`src/rtl/fix_accumulator.sv`:
```
// ---------------------------------------------------------------------------
// fix_accumulator
//
// Streaming fixed-point accumulator that sits directly after the FixPU
// multiplier. It sums N_TERMS consecutive signed products into one output
// sample in the same signed Q(n_int).(n_mant) format as its input. The running
// sum is kept in a wider register with guard bits, so it cannot overflow while
// a frame is being built. Narrowing back to the word width happens only when
// the result is registered on the output.
//
// Build option:
//   FIX_ACC_SAT_EN  defined   : the output is clamped to
//                               [-2^n_tot, 2^n_tot-1], and ovf is a sticky flag
//                               that is set whenever a clamped value is
//                               registered.
//                   undefined : the output keeps the low W bits of the sum
//                               (two's-complement wrap), and ovf is tied to 0.
//
// Parameters:
//   n_int    integer bits of the in/out words, sign bit excluded
//   n_mant   fractional bits of the in/out words
//   N_TERMS  number of products summed into each output sample (>= 1)
//
// Ports:
//   clk        clock
//   rstn       synchronous reset, active low; overrides every other input
//   clr        synchronous frame abort; also clears ovf; drops that cycle's input
//   in_data    signed product from the FixPU, W = n_int+n_mant+1 bits
//   in_valid   in_data is valid
//   in_ready   in_data is accepted this cycle when in_valid is also high
//   out_data   signed accumulated sum, W bits
//   out_valid  out_data is valid
//   out_ready  the consumer takes out_data this cycle
//   ovf        sticky overflow flag
// ---------------------------------------------------------------------------
module fix_accumulator #(
  parameter int n_int   = 8,
  parameter int n_mant  = 23,
  parameter int N_TERMS = 16
) (
  input  logic                    clk,
  input  logic                    rstn,
  input  logic                    clr,
  input  logic [n_int+n_mant:0]   in_data,
  input  logic                    in_valid,
  output logic                    in_ready,
  output logic [n_int+n_mant:0]   out_data,
  output logic                    out_valid,
  input  logic                    out_ready,
  output logic                    ovf
);

  localparam int n_tot = n_int + n_mant;
  localparam int W     = n_tot + 1;
  localparam int W_ACC = W + $clog2(N_TERMS);
  // The frame counter needs at least one bit, even when N_TERMS == 1.
  localparam int CW    = (N_TERMS > 1) ? $clog2(N_TERMS) : 1;

  localparam logic [CW-1:0] LAST_CNT = CW'(N_TERMS - 1);
  localparam bit            SINGLE   = (N_TERMS == 1);

  localparam logic [1:0] IDLE  = 2'd0;
  localparam logic [1:0] ACCUM = 2'd1;
  localparam logic [1:0] HOLD  = 2'd2;

  logic [1:0]              r_state;
  logic signed [W_ACC-1:0] r_acc;
  logic [CW-1:0]           r_count;
  logic [W-1:0]            r_out_data;
  logic                    r_out_valid;

  logic                    w_accept;
  logic                    w_emit;
  logic                    w_last;
  logic                    w_load_out;
  logic signed [W_ACC-1:0] w_in_sext;
  logic signed [W_ACC-1:0] w_sum;
  logic [W-1:0]            w_reduced;

  // ---------------------------------------------------------------------------
  // Handshake
  // ---------------------------------------------------------------------------
  // While a result is held, a new term can enter only in the same cycle the
  // result leaves. That is why the output stays at one result and the input
  // keeps running at full rate with no bubble.
  assign in_ready  = (r_state == HOLD) ? out_ready : 1'b1;
  assign w_accept  = in_valid & in_ready;
  assign w_emit    = r_out_valid & out_ready;

  assign out_data  = r_out_data;
  assign out_valid = r_out_valid;

  // ---------------------------------------------------------------------------
  // Datapath
  // ---------------------------------------------------------------------------
  assign w_in_sext = W_ACC'($signed(in_data));

  // A new frame starts from the incoming term alone. Inside a frame, the term
  // is added to the running sum.
  assign w_sum     = (r_state == ACCUM) ? (r_acc + w_in_sext) : w_in_sext;

  assign w_last    = (r_state == ACCUM) && (r_count == LAST_CNT);

  // out_data is loaded when a frame completes. That is the last term in ACCUM,
  // or any accepted term when every frame has only one term.
  always_comb begin
    // NOTE: assign a default before any branch so that no path leaves the
    // signal unassigned; an unassigned path would infer a latch.
    w_load_out = 1'b0;
    if (w_accept) begin
      case (r_state)
        IDLE:    w_load_out = SINGLE;
        ACCUM:   w_load_out = w_last;
        HOLD:    w_load_out = SINGLE;
        default: w_load_out = 1'b0;
      endcase
    end
  end

`ifdef FIX_ACC_SAT_EN
  // The value fits in W bits only when every bit from the W-1 sign position up
  // to the top guard bit is equal. Otherwise the value is clamped toward the
  // sign of the full sum.
  logic [W_ACC-W:0] w_hi;
  logic             w_clamped;
  logic             r_ovf;

  assign w_hi      = w_sum[W_ACC-1:W-1];
  assign w_clamped = (|w_hi) & ~(&w_hi);

  always_comb begin
    w_reduced = w_sum[W-1:0];
    if (w_clamped) begin
      w_reduced = w_sum[W_ACC-1] ? {1'b1, {n_tot{1'b0}}} : {1'b0, {n_tot{1'b1}}};
    end
  end

  // Sticky flag. It is set in the same cycle a clamped result is registered
  // and is cleared only by rstn or clr.
  always_ff @(posedge clk) begin
    if (!rstn) begin
      r_ovf <= 1'b0;
    end else if (clr) begin
      r_ovf <= 1'b0;
    end else if (w_load_out && w_clamped) begin
      r_ovf <= 1'b1;
    end
  end

  assign ovf = r_ovf;
`else
  // Two's-complement wrap: the guard bits are dropped.
  logic w_unused_hi;

  assign w_reduced   = w_sum[W-1:0];
  assign w_unused_hi = ^w_sum[W_ACC-1:W-1];
  assign ovf         = 1'b0;
`endif

  // ---------------------------------------------------------------------------
  // Control FSM and state registers
  // ---------------------------------------------------------------------------
  always_ff @(posedge clk) begin
    // NOTE: sequential state uses non-blocking assignments, so every register
    // here samples the pre-edge values of the others.
    if (!rstn) begin
      r_state     <= IDLE;
      r_acc       <= '0;
      r_count     <= '0;
      r_out_data  <= '0;
      r_out_valid <= 1'b0;
    end else if (clr) begin
      r_state     <= IDLE;
      r_acc       <= '0;
      r_count     <= '0;
      r_out_valid <= 1'b0;
    end else begin
      if (w_load_out) begin
        r_out_data <= w_reduced;
      end

      case (r_state)
        IDLE: begin
          if (w_accept) begin
            r_acc <= w_in_sext;
            if (SINGLE) begin
              r_count     <= '0;
              r_out_valid <= 1'b1;
              r_state     <= HOLD;
            end else begin
              r_count <= CW'(1);
              r_state <= ACCUM;
            end
          end
        end

        ACCUM: begin
          if (w_accept) begin
            if (w_last) begin
              r_acc       <= '0;
              r_count     <= '0;
              r_out_valid <= 1'b1;
              r_state     <= HOLD;
            end else begin
              r_acc   <= w_sum;
              r_count <= r_count + CW'(1);
            end
          end
        end

        HOLD: begin
          // In HOLD an accepted term always comes with an emit, because
          // in_ready follows out_ready here.
          if (w_emit) begin
            if (w_accept) begin
              r_acc <= w_in_sext;
              if (SINGLE) begin
                // The term that just entered is already a full frame. The new
                // result replaces the old one with no gap on out_valid.
                r_count     <= '0;
                r_out_valid <= 1'b1;
                r_state     <= HOLD;
              end else begin
                r_count     <= CW'(1);
                r_out_valid <= 1'b0;
                r_state     <= ACCUM;
              end
            end else begin
              r_out_valid <= 1'b0;
              r_state     <= IDLE;
            end
          end
        end

        default: begin
          r_state     <= IDLE;
          r_acc       <= '0;
          r_count     <= '0;
          r_out_valid <= 1'b0;
        end
      endcase
    end
  end

endmodule
```
`config.mk`:
```
export PLATFORM = sky130hd
export DESIGN_NAME = fix_accumulator
export DESIGN_NICKNAME = d
export VERILOG_FILES = /design/src/rtl/fix_accumulator.sv
export SDC_FILE = /design/constraint.sdc
export NUM_CORES = 1
export LEC_CHECK = 0
export CORE_UTILIZATION = 47
export CTS_CLUSTER_DIAMETER = 150
export DETAILED_ROUTE_END_ITERATION = 10
export DONT_BUFFER_PORTS = 1
export PLACE_DENSITY_LB_ADDON = 0.08
export SLEW_MARGIN = 10
export SYNTH_ARGS = -nofsm -noshare
export SYNTH_HDL_FRONTEND = slang
export SYNTH_SLANG_ARGS = --single-unit
```
`constraint.sdc`:
```
create_clock -name clk -period 4.7 [get_ports clk]
set_input_delay 0.47 -clock clk [delete_from_list [all_inputs] [get_ports clk]]
set_output_delay 0.47 -clock clk [all_outputs]
set_load 0.01 [all_outputs]
```
==> metrics.md <==
| Metric | Value |
|---|---|
| Pin count of the biggest net entering global routing | `40` |
| Run status | `finished, final reports clean` |
| Per-cell routed wire length | `18.9 um` |
| Share of layout cells above drive strength 1 | `0.0604` |
| Clk slew on worst S/H paths | `approximately 90 ps` |
| Max Root-Sink Buffers | `2` |
| Int Pwr | `~1000 uW` |
| Initial antenna violation count | `0` |
| Critical Path Slowest Stage Cell | `inv_1` |
| Die X-Extent | `101 um` |
| Yosys top cell by area | `dfxtp_1` |
| M2 GR Usage | `0.433` |
| Worst-Margin Slew | `1180 ps` |
| Total GRT Usage | `0.269` |
| Lkg Pwr | `approximately 0.0021 uW` |
| GRT busiest layer | `met2` |
| Top_reg_cell synth | `dfxtp_1` |
| IO Port Bufs | `0` |
| Min-delay worst type | `input pin to flop` |
| Post-DP HPWL | `approximately 9 mm` |
| Post-Layout Cell Count | `roughly 690` |
| H-tree depth | `3` |
| Buf/Inv on CP | `1` |
| Setup Viol. Count Final | `0` |
| Num CTS Buffers | `9` |
| Clock root cell | `clkbuf_8` |
| Syn Inst Count | `579` |
| Worst skew pair latency | `approximately 350 ps` |
| Post-route minimum period | `3140 ps` |
| Setup tns final | `0 ps` |
| Design Power | `1420 uW` |
| Fin crit share | `0.668` |
| Max cap viols | `0` |
| Final hold violations | `0` |
| Initial Util | `0.492` |
| Post-synth EDFFs | `0` |
| Synthesis warning total | `0` |
| Worst path max stage delay | `590 ps` |
| Boundary pin count | `72` |
| Clock sinks | `71` |
| GPL Wtd Cong | `between 0.8 and 0.9` |
| Cell row count | `35` |
| Element type at the critical path end | `flop` |
| Most frequent cells after synthesis | `dfxtp_1 (71), a21oi_1 (54), nand2_1 (53), nor2_1 (52), o21ai_0 (41)` |
| Grt total ovfl | `0` |
| Worst-path cell chain | `inv_1 > nor2_1 > nand2_1 > nor2_1 > nand2_1 > o22ai_1` |
| Via density per instance | `6.14` |
| Power Density | `290 mW/mm^2` |
| Post-route ant nets | `0` |
| Net Sw Frac | `0.290` |
| Peak VDD IR | `0.000170 V` |
| Max FO, Critical Path | `33` |
| Total core area | `0.00937 sq mm` |
| Pre-CTS WS | `1630 ps` |
| Antenna diodes | `0` |
| Syn Nets | `649` |
| Clock power share | `0.395` |
| Final Worst Setup Slack | `~1600 ps` |
| Post-CTS setup buffer count | `0` |
| Top Family by Delay on Critical Path | `simple AND/OR/NAND/NOR gates` |
| # hold bufs at CTS | `0` |
| Die area | `roughly 0.010 sq mm` |
| Final wirelength | `13.1 mm` |
| M3 GR Usage | `0.0652` |
| Seq pwr share | `0.438` |
| Ranking of synthesized cells by area | `dfxtp_1 (31%), ha_1 (8.7%), a21oi_1 (5.9%)` |
| DRC | `0` |
| Met1 GRT Util | `0.353` |
| Vias in the first global route | `about 4,100` |
| Setup CP Type | `flop to flop` |
| Chip height | `101 um` |
| Initial DRC Count | `~210` |
| CP Launch Type | `flop` |
| Fin nets | `628` |
| Vias | `4,250` |
| Area growth syn-to-layout | `5.92%` |
| Worst path arrival time | `3400 ps` |
| Synthesized cell area | `between 0.004 and 0.005 sq mm` |
| Clock Skews | `9.75 ps` |
| Sw power | `410 uW` |
| CTS tree | `done` |
| Synth unique cells | `59` |
| Share of the synthesized area in the top cell type | `0.308` |
| Final instance area | `0.00488 sq mm` |
| Cts repair resizes | `0` |
| Sequential fraction of the synthesis area | `0.308` |
| Logic pwr share | `0.167` |
| Cell with the most instances after synthesis | `dfxtp_1` |
| Max-slew violation count | `0` |
| Unrepaired setup endpoints after global routing | `false` |
| Fmax | `0.319 GHz` |
| Placed Area | `approximately 0.0047 sq mm` |
| Ys async rst share | `0` |
| Avg Inst Size Synth | `approximately 8 sq um` |
| Placed cell count | `676` |
| TritonRoute pass-1 iters | `6` |
| First-pass GRT wire length | `21.2 mm` |
| Synth Register Bits | `71` |
| Slew headroom | `0.213` |
| WP data required | `slightly below 5000 ps` |
-- placed cells by master, fill, tap and decap left out, types with 5 or more instances in the layout --
| cell type | netlist | routed |
|---|---|---|
| o21ai_0 | 41 | 41 |
| nor3_1 | 8 | 8 |
| xnor2_1 | 19 | 19 |
| a21oi_1 | 54 | 54 |
| nand4_1 | 8 | 8 |
| o21bai_1 | 5 | 5 |
| dfxtp_1 | 71 | 71 |
| xor2_1 | 10 | 10 |
| ha_1 | 32 | 32 |
| o211a_1 | 6 | 6 |
| and3_1 | 19 | 19 |
| and2_1 | 14 | 14 |
| nand2_1 | 53 | 53 |
| clkbuf_8 | 0 | 9 |
| a21boi_0 | 10 | 10 |
| o2bb2ai_1 | 7 | 7 |
| o22ai_1 | 14 | 14 |
| nand3_1 | 15 | 15 |
| a22oi_1 | 12 | 11 |
| nor2_1 | 52 | 51 |
| inv_1 | 12 | 12 |
| a21o_1 | 19 | 19 |
-- routing by layer --
metal	share of wire	wire [um]
met2	0.45	5840
met4	0.017	221
met3	0.077	1010
met1	0.46	6000
met5	0	0
-- state kept, by name (all words and copies together) (netlist names) --
name	count
r_acc	32
r_count	4
out_valid	1
r_state	2
out_data	32
-- cell type report --
| type | count | area, sq um |
|---|---|---|
| sequential | 71 | 1420 |
| tap | 129 | 161 |
| timing repair buffer | 4 | 30.0 |
| clock buffer | 9 | 124 |
| clock inverter | 7 | 97.6 |
| inverter | 12 | 45.0 |
| multi-input combinational | 460 | 3000 |
| fill | 940 | 4490 |
-- logic make-up (layout without fill, tap and decap cells) --
kind of cell / Yosys count / count (layout) / share of synthesized area
mux: 1 / 1 / 0.00217
compound gates: 207 / 207 / 0.304
xor+xnor: 29 / 29 / 0.0551
buf+inv: 48 / 32 / 0.0418
other cells: 1 / 1 / 0.000814
flops: 71 / 71 / 0.308
fa+ha+maj: 33 / 33 / 0.0912
simple gates: 189 / 189 / 0.197
-- stage by stage --
stage                util  hold slack [ps]
floorplan               -              449
global placement    0.497              461
detailed placement  0.497              474
CTS                 0.521              219
global route        0.521              212
finish              0.521              239
-- worst register-to-register path, delay by kind of cell (launching register included) --
kind / cells / cell delay, ps
simple gates: 4 / 1650
buf+inv: 1 / 590
flops: 1 / 500
compound gates: 1 / 300
-- worst paths after layout --
kind,from,to,slack [ps],depth (start not counted)
worst max-delay path,r_state[0],r_acc[18],1560,6
worst min-delay path,rstn,out_data[3],240,1
worst max register to register,r_state[0],r_acc[18],1560,6
worst min register to register,r_acc[11],r_acc[11],480,2
-- power groups by stage --
stage          logic (uW)  registers, uW  clock network, uW
2_1_floorplan         192            631                  0
3_3_place_gp          229            633                  0
3_5_place_dp          232            634                  0
4_1_cts               234            620                569
5_1_grt               261            621                595
6_report              236            620                560
Power figures use the tool's default switching activity.
